===== config.mk =====
export PLATFORM = sky130hd
export DESIGN_NAME = dcache_ctrl_flat
export DESIGN_NICKNAME = d
export VERILOG_FILES = /design/src/rtl/cache_pkg.sv /design/src/rtl/dcache_ctrl_if.sv /design/src/rtl/sat_counter.sv /design/src/rtl/dcache_ctrl.sv /design/src/flat_wrapper.sv
export SDC_FILE = /design/constraint.sdc
export NUM_CORES = 1
export LEC_CHECK = 0
export CORE_MARGIN = 2
export CORE_UTILIZATION = 44
export CTS_CLUSTER_SIZE = 40
export DETAILED_ROUTE_END_ITERATION = 16
export HOLD_SLACK_MARGIN = 0.08
export PLACE_DENSITY = 0.84
export SYNTH_ARGS = -nofsm -noshare
export SYNTH_HDL_FRONTEND = slang
export SYNTH_HIERARCHICAL = 1
export SYNTH_SLANG_ARGS = --single-unit

===== constraint.sdc =====
create_clock -name clk -period 4.55 [get_ports clk]
set_input_delay 0.455 -clock clk [delete_from_list [all_inputs] [get_ports clk]]
set_output_delay 0.455 -clock clk [all_outputs]
set_load 0.005 [all_outputs]

===== src/rtl/cache_pkg.sv =====
// Shared types and widths for the data cache controller.
// Imported by the controller, its interface and the counters.
package cache_pkg;

  localparam int ADDR_W = 32;
  localparam int DATA_W = 32;

  typedef enum logic [2:0] {
    IDLE,
    MEM_RD_REQ,
    MEM_RD_WAIT,
    FILL,
    MEM_WR_REQ,
    RESP
  } dc_state_e;

endpackage


===== src/rtl/dcache_ctrl_if.sv =====
// CPU-side and memory-side handshake bundle of the cache controller.
// master = controller view, slave = CPU/memory environment view.
interface dcache_ctrl_if;
  import cache_pkg::*;

  logic              cpu_req_valid;
  logic              cpu_req_ready;
  logic              cpu_req_we;
  logic [ADDR_W-1:0] cpu_addr;
  logic [DATA_W-1:0] cpu_wdata;
  logic              cpu_resp_valid;
  logic [DATA_W-1:0] cpu_rdata;

  logic              mem_req_valid;
  logic              mem_req_ready;
  logic              mem_req_we;
  logic [ADDR_W-1:0] mem_addr;
  logic [DATA_W-1:0] mem_wdata;
  logic              mem_resp_valid;
  logic [DATA_W-1:0] mem_rdata;

  modport master (
    input  cpu_req_valid, cpu_req_we,
    input  cpu_addr, cpu_wdata,
    output cpu_req_ready, cpu_resp_valid,
    output cpu_rdata,
    output mem_req_valid, mem_req_we,
    output mem_addr, mem_wdata,
    input  mem_req_ready, mem_resp_valid,
    input  mem_rdata
  );

  modport slave (
    output cpu_req_valid, cpu_req_we,
    output cpu_addr, cpu_wdata,
    input  cpu_req_ready, cpu_resp_valid,
    input  cpu_rdata,
    input  mem_req_valid, mem_req_we,
    input  mem_addr, mem_wdata,
    output mem_req_ready, mem_resp_valid,
    output mem_rdata
  );

endinterface


===== src/rtl/sat_counter.sv =====
// Event counter that sticks at all-ones instead of wrapping.
// Synchronous active-high reset clears it.
module sat_counter #(
  parameter int W = 32
) (
  input  logic         clk,
  input  logic         rst,
  input  logic         inc,
  output logic [W-1:0] count
);

  logic [W-1:0] count_q;
  logic [W-1:0] count_d;

  always_comb begin
    count_d = count_q;
    if (inc && (count_q != '1)) begin
      count_d = count_q + W'(1);
    end
  end

  always_ff @(posedge clk) begin
    if (rst) begin
      count_q <= '0;
    end else begin
      count_q <= count_d;
    end
  end

  assign count = count_q;

endmodule


===== src/rtl/dcache_ctrl.sv =====
// Blocking data cache controller: one request in flight,
// write-through / write-allocate, combinational cache lookup.
module dcache_ctrl
  import cache_pkg::*;
(
  input  logic              clk,
  input  logic              rst,
  dcache_ctrl_if.master     bus,
  output logic [ADDR_W-1:0] c_addr,
  output logic [DATA_W-1:0] c_wdata,
  output logic              c_we,
  input  logic [DATA_W-1:0] c_rdata,
  input  logic              c_hit,
  output logic [31:0]       hit_count,
  output logic [31:0]       miss_count
);

  dc_state_e         state_q, state_d;
  logic [ADDR_W-1:0] addr_q, addr_d;
  logic [DATA_W-1:0] data_q, data_d;
  logic [DATA_W-1:0] rdata_q, rdata_d;

  logic accept;
  logic ld_hit;
  logic ld_miss;

  assign accept  = bus.cpu_req_valid && (state_q == IDLE);
  assign ld_hit  = accept && !bus.cpu_req_we && c_hit;
  assign ld_miss = accept && !bus.cpu_req_we && !c_hit;

  // data_q holds store data or fill data; rdata_q is the CPU-visible value
  always_comb begin
    state_d = state_q;
    addr_d  = addr_q;
    data_d  = data_q;
    rdata_d = rdata_q;
    unique case (state_q)
      IDLE: begin
        if (accept) begin
          addr_d = bus.cpu_addr;
          if (bus.cpu_req_we) begin
            data_d  = bus.cpu_wdata;
            state_d = MEM_WR_REQ;
          end else if (c_hit) begin
            rdata_d = c_rdata;
            state_d = RESP;
          end else begin
            state_d = MEM_RD_REQ;
          end
        end
      end
      MEM_RD_REQ: begin
        if (bus.mem_req_ready) begin
          state_d = MEM_RD_WAIT;
        end
      end
      MEM_RD_WAIT: begin
        if (bus.mem_resp_valid) begin
          data_d  = bus.mem_rdata;
          rdata_d = bus.mem_rdata;
          state_d = FILL;
        end
      end
      FILL: state_d = IDLE;
      MEM_WR_REQ: begin
        if (bus.mem_req_ready) begin
          rdata_d = '0;
          state_d = RESP;
        end
      end
      RESP:    state_d = IDLE;
      default: state_d = IDLE;
    endcase
  end

  always_comb begin
    bus.cpu_req_ready  = 1'b0;
    bus.cpu_resp_valid = 1'b0;
    bus.mem_req_valid  = 1'b0;
    bus.mem_req_we     = 1'b0;
    c_addr             = addr_q;
    c_wdata            = data_q;
    c_we               = 1'b0;
    unique case (state_q)
      IDLE: begin
        bus.cpu_req_ready = 1'b1;
        c_addr            = bus.cpu_addr;
        c_wdata           = bus.cpu_wdata;
        c_we              = accept && bus.cpu_req_we;
      end
      MEM_RD_REQ: begin
        bus.mem_req_valid = 1'b1;
      end
      FILL: begin
        c_we               = 1'b1;
        bus.cpu_resp_valid = 1'b1;
      end
      MEM_WR_REQ: begin
        bus.mem_req_valid = 1'b1;
        bus.mem_req_we    = 1'b1;
      end
      RESP: begin
        bus.cpu_resp_valid = 1'b1;
      end
      default: ;
    endcase
  end

  assign bus.cpu_rdata = rdata_q;
  assign bus.mem_addr  = addr_q;
  assign bus.mem_wdata = data_q;

  always_ff @(posedge clk) begin
    if (rst) begin
      state_q <= IDLE;
      addr_q  <= '0;
      data_q  <= '0;
      rdata_q <= '0;
    end else begin
      state_q <= state_d;
      addr_q  <= addr_d;
      data_q  <= data_d;
      rdata_q <= rdata_d;
    end
  end

  sat_counter #(.W(32)) u_hit_cnt (
    .clk   (clk),
    .rst   (rst),
    .inc   (ld_hit),
    .count (hit_count)
  );

  sat_counter #(.W(32)) u_miss_cnt (
    .clk   (clk),
    .rst   (rst),
    .inc   (ld_miss),
    .count (miss_count)
  );

endmodule


===== src/flat_wrapper.sv =====
// flat-port wrapper written by rule: the top's interface ports become plain ports
module dcache_ctrl_flat import cache_pkg::*;
  (clk, rst, c_addr, c_wdata, c_we, c_rdata, c_hit, hit_count, miss_count, bus_cpu_req_valid, bus_cpu_req_we, bus_cpu_addr, bus_cpu_wdata, bus_cpu_req_ready, bus_cpu_resp_valid, bus_cpu_rdata, bus_mem_req_valid, bus_mem_req_we, bus_mem_addr, bus_mem_wdata, bus_mem_req_ready, bus_mem_resp_valid, bus_mem_rdata);
  dcache_ctrl_if bus_i ();
  input  logic clk;
  input  logic rst;
  output logic [ADDR_W-1:0] c_addr;
  output logic [DATA_W-1:0] c_wdata;
  output logic c_we;
  input  logic [DATA_W-1:0] c_rdata;
  input  logic c_hit;
  output logic [31:0] hit_count;
  output logic [31:0] miss_count;
  input wire logic [$bits(bus_i.cpu_req_valid)-1:0] bus_cpu_req_valid;
  input wire logic [$bits(bus_i.cpu_req_we)-1:0] bus_cpu_req_we;
  input wire logic [$bits(bus_i.cpu_addr)-1:0] bus_cpu_addr;
  input wire logic [$bits(bus_i.cpu_wdata)-1:0] bus_cpu_wdata;
  output wire logic [$bits(bus_i.cpu_req_ready)-1:0] bus_cpu_req_ready;
  output wire logic [$bits(bus_i.cpu_resp_valid)-1:0] bus_cpu_resp_valid;
  output wire logic [$bits(bus_i.cpu_rdata)-1:0] bus_cpu_rdata;
  output wire logic [$bits(bus_i.mem_req_valid)-1:0] bus_mem_req_valid;
  output wire logic [$bits(bus_i.mem_req_we)-1:0] bus_mem_req_we;
  output wire logic [$bits(bus_i.mem_addr)-1:0] bus_mem_addr;
  output wire logic [$bits(bus_i.mem_wdata)-1:0] bus_mem_wdata;
  input wire logic [$bits(bus_i.mem_req_ready)-1:0] bus_mem_req_ready;
  input wire logic [$bits(bus_i.mem_resp_valid)-1:0] bus_mem_resp_valid;
  input wire logic [$bits(bus_i.mem_rdata)-1:0] bus_mem_rdata;
  assign bus_i.cpu_req_valid = bus_cpu_req_valid;
  assign bus_i.cpu_req_we = bus_cpu_req_we;
  assign bus_i.cpu_addr = bus_cpu_addr;
  assign bus_i.cpu_wdata = bus_cpu_wdata;
  assign bus_cpu_req_ready = bus_i.cpu_req_ready;
  assign bus_cpu_resp_valid = bus_i.cpu_resp_valid;
  assign bus_cpu_rdata = bus_i.cpu_rdata;
  assign bus_mem_req_valid = bus_i.mem_req_valid;
  assign bus_mem_req_we = bus_i.mem_req_we;
  assign bus_mem_addr = bus_i.mem_addr;
  assign bus_mem_wdata = bus_i.mem_wdata;
  assign bus_i.mem_req_ready = bus_mem_req_ready;
  assign bus_i.mem_resp_valid = bus_mem_resp_valid;
  assign bus_i.mem_rdata = bus_mem_rdata;
  dcache_ctrl u_core (.clk(clk), .rst(rst), .bus(bus_i), .c_addr(c_addr), .c_wdata(c_wdata), .c_we(c_we), .c_rdata(c_rdata), .c_hit(c_hit), .hit_count(hit_count), .miss_count(miss_count));
endmodule

==> flow_metrics.py <==
metrics = {
    "status": {
        "status": "completed",
    },
    "hold_path": {
        "hold_depth": 2,
        "hold_path_class": "flop to flop",
    },
    "synth": {
        "synth-compound-area-share_pct": 15.84,
        "synth_top_area_share_pct": 36.18,
        "ys_warn_count": 6,
        "postSynthAreaPerCell_um2": 8.574,
        "ys_ff_latch": 163,
        "synth_top_family_by_area": "simple AND/OR/NAND/NOR gates",
        "synth_xor_area_share_pct": 1.554,
        "ys_async_sr_fraction_pct": 0,
        "synth_ff_type": "dfxtp_1",
        "synthAdderAreaFrac_pct": 0.2774,
        "synth_commonest_cells": "dfxtp_1, a21oi_1, nand2_1",
        "synth.area.mux_share_pct": 12.37,
        "yosys.area_share.simple_pct": 28.51,
        "synth_cells": 1052,
        "syn_area_um2": 9020,
        "seq_area_frac_synth_pct": 36.18,
        "synth_edf_count": 0,
        "ys_types": 55,
        "syn_nets": 1189,
        "synth_top_area_cell": "dfxtp_1",
        "synth.area.top_cells": "dfxtp_1, mux2_2, a21oi_1, mux2i_1, nand2_1",
        "yosysMostFrequentCell": "dfxtp_1",
    },
    "clock_network": {
        "clk_latency_ns": 0.43,
        "cts_buffers": 17,
        "cts_root_buf": "clkbuf_16",
        "clock_path_buffers": 2,
        "postCtsSetupBuffers": 0,
        "htree_levels": 4,
        "cts_hold_buf": 0,
        "clk_pin_slew_ns": 0.07,
        "cts_tree": "built",
        "cts_sinks": 163,
        "cts_resized": 0,
    },
    "critical_path": {
        "critPathCaptureType": "output pin",
        "slowest_stage": "buf_4",
        "required_ns": 4.09,
        "arrival_ns": 2.95,
        "path_max_fanout": 50,
        "crit_top_cell": "buf_4",
        "slowest_delay_ns": 0.60,
        "cp-start-kind": "flop",
        "path_cells": "buf_4 -> nor3_2 -> buf_4 -> mux2_2 -> clkdlybuf4s50_1",
        "criticalPathCategory": "flop to output pin",
        "rr_worst_depth": 8,
    },
    "global_route": {
        "grt_max_degree": 122,
        "grt_overflow": 0,
        "antenna_found_initial": 0,
        "grt_pass1_vias": 9031,
        "track_usage_pct": 27.74,
        "grt_pass1_wl_um": 48310,
    },
    "pwr": {
        "ir_drop_uv": 244.8,
        "seqPwrFrac_pct": 32.0,
        "p_total_mw": 5.389,
        "clock_power_share_pct": 26.0,
        "switching_power_mw": 1.742,
        "swShare_pct": 32.33,
        "p_leak_nw": 4.382,
        "pwr-share-comb_pct": 42.0,
        "power.density_nw_per_um2": 406.5,
        "p_int_mw": 3.647,
    },
    "timing": {
        "finalMaxSlewViolations": 0,
        "fin_ws_ns": 1.140,
        "fin_skew_ns": 0.01093,
        "finalSetupViolCount": 0,
        "post-route-min-period_ns": 3.410,
        "slew_headroom_pct": 21.27,
        "setup_tns_ns": 0,
        "rsz0062_at_grt": "no",
        "fin_crit_sh_pct": 74.94,
        "worst_pin_slew_ns": 1.171,
        "max_freq_mhz": 293.3,
        "finalHoldViolCount": 0,
    },
    "layout": {
        "nets": 1496,
        "syn_to_final_growth_pct": 46.97,
        "nFillCells": 1643,
        "layout-drive-gt1-share_pct": 12.46,
        "num_antenna_cells": 0,
        "finalInstanceArea_um2": 13260,
    },
    "placed_design": {
        "placed_area_um2": 12690,
        "dpl.hpwl_um": 21950,
        "numPortBuffers": 363,
        "post-place-ws_ns": 0.8278,
        "gpl.final_weighted_congestion": 0.8658,
    },
    "floorplanning": {
        "initial_core_util_pct": 44.72,
        "design.die.area_um2": 21660,
        "core.rowCount": 52,
        "fp.dieW_um": 147.2,
        "io_pins": 364,
        "die_h_um": 147.2,
        "core-area_um2": 20170,
    },
    "routing": {
        "drt-pass1-iter-count": 5,
        "drt_iter0_markers": 529,
        "drcViolationCount": 0,
        "ant_nets": 0,
        "routed_wirelength_um": 30900,
        "dr_total_vias": 9323,
        "vias_per_cell": 5.678,
        "wl_per_cell_um": 18.82,
    },
    "job": {
        "drv_cap": 0,
    },
}
[routing by layer]
metal | up-vias | track usage [%] | wire (um)
li1 | 4466 | - | -
met1 | 4434 | 32.65 | 12110
met2 | 373 | 48.55 | 15560
met3 | 50 | 7.733 | 2530
met4 | 0 | 9.519 | 699
met5 | - | 0 | 0
[sequential cells by signal, summed over array words and instances, names as in the netlist]
signal	flops
u_core/u_miss_cnt/count	32
u_core/u_hit_cnt/count	32
u_core/bus.mem_addr	32
u_core/bus.cpu_rdata	32
u_core/state_q	3
u_core/bus.mem_wdata	32
[cell families after synthesis]
family / count (synthesis)
flops: 163
buf+inv: 95
xor+xnor: 16
fa+ha+maj: 2
compound gates: 236
simple gates: 437
mux: 103
[power groups by stage]
| stage | registers (mW) | clock network, mW | logic, mW |
|---|---|---|---|
| 2_1_floorplan | 1.74 | 0 | 1.14 |
| 3_3_place_gp | 1.75 | 0 | 2.23 |
| 3_5_place_dp | 1.75 | 0 | 2.26 |
| 4_1_cts | 1.72 | 1.42 | 2.28 |
| 5_1_grt | 1.75 | 1.49 | 2.42 |
| 6_report | 1.72 | 1.40 | 2.26 |
[per-stage QoR]
step                hold WS, ns  std cells  utilization (%)
floorplan                0.4632       1052                -
global placement         0.4521       1610            62.90
detailed placement       0.4637       1610            62.90
CTS                      0.4723       1642            65.73
global route             0.4949       1642            65.73
finish                   0.4750       1642            65.73
[final timing paths]
check / endpoint / from / slack [ns]
worst max-delay path: c_wdata[8] / u_core/state_q[2] / 1.14
worst min register to register: u_core/bus.mem_addr[20] / u_core/bus.mem_addr[20] / 0.47
worst max register to register: u_core/u_miss_cnt/count[31] / u_core/state_q[0] / 1.39
worst min-delay path: u_core/bus.mem_addr[20] / u_core/bus.mem_addr[20] / 0.47
[worst max-delay path, delay by kind of cell, from the launching register on]
kind                   cells  cell delay, ns
buffers and inverters      3            1.40
flip-flops                 1            0.34
multiplexers               1            0.41
AND/OR/NAND/NOR            1            0.32
[layout make-up]
| type | instances | area, um2 | area share [%] |
|---|---|---|---|
| Clock buffer | 20 | 446.7 | 3.370 |
| Sequential cell | 163 | 3267 | 24.64 |
| Timing Repair Buffer | 377 | 3740 | 28.21 |
| Inverter | 6 | 22.52 | 0.1699 |
| Multi-Input combinational cell | 794 | 5320 | 40.13 |
| Tap cell | 270 | 337.8 | 2.548 |
| Clock inverter | 12 | 122.6 | 0.9250 |
[cells in the final DEF (no fill, tap or decap), types with 3 or more instances in the layout]
cell type        instances
nand2b_1                36
or3_1                   20
buf_4                   14
nor2_1                  64
or4_1                   24
or2_2                    3
dfxtp_1                160
nor4_2                   4
clkbuf_16               17
a211oi_1                35
nand3_1                 28
clkinvlp_4               5
nand4_1                 20
a21oi_1                143
clkdlybuf4s50_1        362
a2111oi_0                4
nor3_1                  40
and2_1                   3
nor2b_1                  4
and4_1                   8
mux2_2                  66
inv_6                    3
dfxtp_2                  3
nor3_2                  30
o31ai_1                 24
nand2_1                 87
o21ai_0                 17
inv_1                    5
nand3b_1                34
nor4_1                   6
nor3b_1                  4
xnor2_1                 13
a31o_2                   3
xor2_1                   3
mux2i_1                 35
and3_1                   6
No activity file was read; power rests on OpenSTA's default activity.
==> patch 1, RTL diff (same settings) <==
Change the package constant `DATA_W` from 32 to 64.
--- a/src/rtl/cache_pkg.sv
+++ b/src/rtl/cache_pkg.sv
@@ -3,7 +3,7 @@
 package cache_pkg;
 
   localparam int ADDR_W = 32;
-  localparam int DATA_W = 32;
+  localparam int DATA_W = 64;
 
   typedef enum logic [2:0] {
     IDLE,
Interface: changed (6 resized); port bits go from 364 to 556. The function was not compared with the original's and may differ.
==> patch 1 against the unedited design <==
Sequential power grew 44%. Setup slack worse by 370 ps. Highest routed layer is now met5. Routed wire length rose by 88%. Total power up 54%. Design area is 48% higher. Sequential cell count increased by 64. Area after synthesis increased by 46%.
==> patch 1: results (changes against the unedited design) <==
hold_path:
  hp-class: "reg2reg"  # unchanged
pwr:
  leakagePower_nw: 6.55  # was 4.38 nW
  p_total_mw: 8.27  # was 5.39 mW
  intPower_mw: 5.48  # was 3.65 mW
  peakVddDrop_uv: 239  # was 245 uV
  p_seq_mw: 2.48  # was 1.72 mW
  pg_comb_mw: 3.48  # was 2.26 mW
place:
  gp_congestion: 0.989  # was 0.866
  io_buffers: 555  # was 363
  preCtsSetupSlack_ps: 631  # was 828 ps
  hpwl_mm: 42.6  # was 22.0 mm
routing:
  drtIter0Drc: 1244  # was 529
  post_drt_wl_per_cell_um: 24.5  # was 18.8 um
  dr.pass1.iters: 5  # unchanged
  vias_per_cell: 5.85  # was 5.68
cts:
  cts-htree-levels: 1  # was 4
  clockBufferDepth: 3  # was 2
  numCtsBuffers: 27  # was 17
  cts_setup_buffers: 0  # unchanged
  cts_root_buffer: "clkbuf_16"  # unchanged
  clock_latency_ps: 550  # was 430 ps
global_route:
  grt_antenna_before_repair: 11  # was 0
  grt_pass1_vias: 12800  # was 9031
  grt_pass1_wl_mm: 83.6  # was 48.3 mm
  grt_max_degree: 142  # was 122
  grt.total_usage: 0.353  # was 0.277
  grt_overflow_total: 0  # unchanged
synthesis:
  ys_seq_area_frac: 0.346  # was 0.362
  synthTopCellsByCount: "dfxtp_1 (227), a21oi_1 (193), mux2_2 (98), nor2_1 (97), nand2_1 (87)"  # was dfxtp_1 (163), a21oi_1 (143), nand2_1 (87), mux2_2 (66), nor2_1 (64)
  synth_fp_nets: 1719  # was 1189
  netlist_top_cells_area: "dfxtp_1 (35%), mux2_2 (8.4%), a21oi_1 (7.3%), mux2i_1 (5.1%), a211oi_2 (4.9%)"  # was dfxtp_1 (36%), mux2_2 (8.2%), a21oi_1 (7.9%), mux2i_1 (3.9%), nand2_1 (3.6%)
  synth_warnings: 6  # unchanged
  ys.flop_type: "dfxtp_1"  # unchanged
  async_reset_ff_frac: 0  # unchanged
  ys_types: 58  # was 55
worst_setup_path:
  rrSetupSlack_ps: 1010  # was 1390 ps
  worst_ep_arrival_time_ps: 3320  # was 2950 ps
  cpMaxStageDelayCell: "buf_4"  # unchanged
  cp_max_fo: 59  # was 50
outcome:
  status: "finished clean"  # unchanged
sta:
  clock_skew_ps: 23.9  # was 10.9 ps
  max_slew_margin: 0.288  # was 0.213
  period_share: 0.830  # was 0.749
finish:
  fin_nets: 2183  # was 1496
  drive_gt1_frac: 0.156  # was 0.125
[patch 1: layout make-up]
type | count | area [um2]
diodes | 8 | 20.0
repair buffers | 574 | 5740
clock inverters | 18 | 213
inverters | 6 | 22.5
flip-flops and latches | 227 | 4550
clock buffers | 32 | 736
multi-input cells | 1114 | 7850
well taps | 390 | 488
fillers | 2445 | 9940
[patch 1: per-stage QoR]
stage	cell area (um2)	hold WS, ps	std cells	util
after floorplan	13200	463	1486	-
after global placement	18700	453	2311	0.631
after detailed placement	18700	465	2311	0.631
after CTS	19600	469	2361	0.663
after global routing	19600	492	2367	0.664
final	19600	471	2369	0.664
[patch 1: kinds of logic (layout without fill, tap and decap cells)]
group	after synthesis	in the layout	share of synthesized area
adders and majority gates	2	2	0.00190
muxes	167	167	0.137
other	0	8	0
buffers and inverters	145	630	0.0598
xor gates and xnor gates	16	16	0.0107
AOI/OAI and AO/OA	332	332	0.175
DFF	227	227	0.346
and+or+nand+nor	597	597	0.270
[patch 1: worst register-to-register path, delay by kind of cell (launching register included)]
kind	cells	cell delay, ps
buffers and inverters	1	200
DFF	1	490
muxes	1	370
and+or+nand+nor	6	2360
[patch 1: final timing paths]
path,startpoint,end,cells after the start
min,u_core/bus.mem_addr[13],u_core/bus.mem_addr[13],2
max,u_core/state_q[0],c_wdata[29],5
min reg2reg,u_core/bus.mem_addr[13],u_core/bus.mem_addr[13],2
max reg2reg,u_core/state_q[1],u_core/u_miss_cnt/count[31],8
[patch 1: routing by layer]
layer | vias to the layer above | wire length (um) | global-route usage
li1 | 6361 | - | -
met1 | 6612 | 24100 | 0.463
met2 | 759 | 26700 | 0.564
met3 | 112 | 5240 | 0.0876
met4 | 6 | 2000 | 0.122
met5 | - | 43 | 0
==> patch 2, RTL diff (same settings) <==
Made on the original files. Register the output `miss_count`, without a reset; this adds one clock of latency there. The other outputs are not delayed to match.
--- a/src/rtl/dcache_ctrl.sv
+++ b/src/rtl/dcache_ctrl.sv
@@ -14,6 +14,8 @@
   output logic [31:0]       hit_count,
   output logic [31:0]       miss_count
 );
+
+  logic [31:0] miss_count_d;
 
   dc_state_e         state_q, state_d;
   logic [ADDR_W-1:0] addr_q, addr_d;
@@ -135,8 +137,12 @@
     .clk   (clk),
     .rst   (rst),
     .inc   (ld_miss),
-    .count (miss_count)
+    .count (miss_count_d)
   );
+
+  always_ff @(posedge clk) begin
+    miss_count <= miss_count_d;
+  end
 
 endmodule
 
Formal check against the unedited RTL: not equivalent (Yosys sat finds a counterexample within 4 cycles, from zero or initial values and one cycle with rst high).
==> patch 2 against the unedited design <==
Total power up 7.8%. Sequential cell count up 32. First-iteration DRC count is 36% higher. Routed wire length grew 4.0%. Area after synthesis rose by 7.0%. Design area grew 5.1%. Setup slack worse by 310 ps. Count of clock-buffer cells in the layout decreased by 3. Synthesized cell count grew 3.0%. Fmax decreased by 8.3%. Core utilization decreased by 1.5 points. Largest cell class unchanged. Non-clock buffer count unchanged. Critical path type unchanged. Global-route usage decreased by 1.2 points.
==> patch 2: results (changes against the unedited design) <==
pwr:
  peakVddDrop_uv: 246  # was 245 uV
  leakagePower_nw: 4.66  # was 4.38 nW
global_route:
  grt_pass1_wl_mm: 50.0  # was 48.3 mm
  grt_max_degree: 135  # was 122
  grt_pass1_vias: 9224  # was 9031
worst_setup_path:
  cpMaxStageDelayCell: "nor3_2"  # was buf_4
  cp_max_fo: 46  # was 50
  regToRegStartpoint: "u_core/state_q[2]"  # was u_core/state_q[0]
  cpPeakStageDelay_ps: 980  # was 600 ps
  worst_ep_arrival_time_ps: 3260  # was 2950 ps
  crit_family: "simple AND/OR/NAND/NOR gates"  # was buffers and inverters
place:
  hpwl_mm: 23.3  # was 22.0 mm
  gp_congestion: 0.890  # was 0.866
  preCtsSetupSlack_ps: 761  # was 828 ps
synthesis:
  synth_fp_nets: 1221  # was 1189
  ys_seq_area_frac: 0.405  # was 0.362
  synthCells: 1084  # was 1052
  synth_compound_area_frac: 0.148  # was 0.158
  synth.area.mux_share: 0.116  # was 0.124
outcome:
  status: "finished clean"  # unchanged
routing:
  vias_per_cell: 5.71  # was 5.68
  drtIter0Drc: 721  # was 529
hold_path:
  hold_end: "u_core/miss_count[23]"  # was u_core/bus.mem_addr[20]
  min_from: "u_core/u_miss_cnt/count[23]"  # was u_core/bus.mem_addr[20]
finish:
  fillers: 1785  # was 1643
  instances_no_fill: 1688  # was 1642
  fin_nets: 1528  # was 1496
[patch 2: changes by cell type after synthesis, sizes merged]
cell,delta
buf,-1
dfxtp,+32
clkbuf,+1
[patch 2: power by group]
part	switching [mW]	internal, mW	total (mW)
clock	0.716	0.772	1.49
sequential	0.196	1.88	2.08
combinational	0.947	1.30	2.24
[patch 2: final cells by class]
type                            count  area [um2]  share of cell area
Tap cell                          280         350              0.0251
Clock inverter                     14         144              0.0103
Antenna cell                        5        12.5            0.000898
Sequential cell                   195        3910               0.280
Multi-Input combinational cell    794        5310               0.381
Inverter                            6        22.5             0.00162
Clock buffer                       17         425              0.0305
Timing Repair Buffer              377        3760               0.270
[patch 2: cells by family (layout without fill, tap and decap cells)]
kind of cell,after synthesis,count (layout)
muxes,103,103
DFF,195,195
and+or+nand+nor,437,437
other,0,5
buffers and inverters,95,414
xor gates and xnor gates,16,16
AOI/OAI and AO/OA,236,236
adders and majority gates,2,2
[patch 2: per-stage QoR]
| stage | utilization | power [mW] | instance area [um2] | hold slack, ps |
|---|---|---|---|---|
| floorplan | - | 3.17 | 9650 | 359 |
| global placement | 0.616 | 4.31 | 13400 | 371 |
| detailed placement | 0.616 | 4.34 | 13400 | 376 |
| CTS | 0.642 | 5.84 | 13900 | 387 |
| global route | 0.642 | 6.08 | 13900 | 405 |
| finish | 0.643 | 5.81 | 13900 | 389 |
[patch 2: routing by layer]
metal	global-route usage	vias up	routed length, um
met1	0.320	4581	13000
met4	0.108	0	1120
met2	0.454	406	15700
met3	0.0650	59	2310
met5	0	-	0
li1	-	4587	-
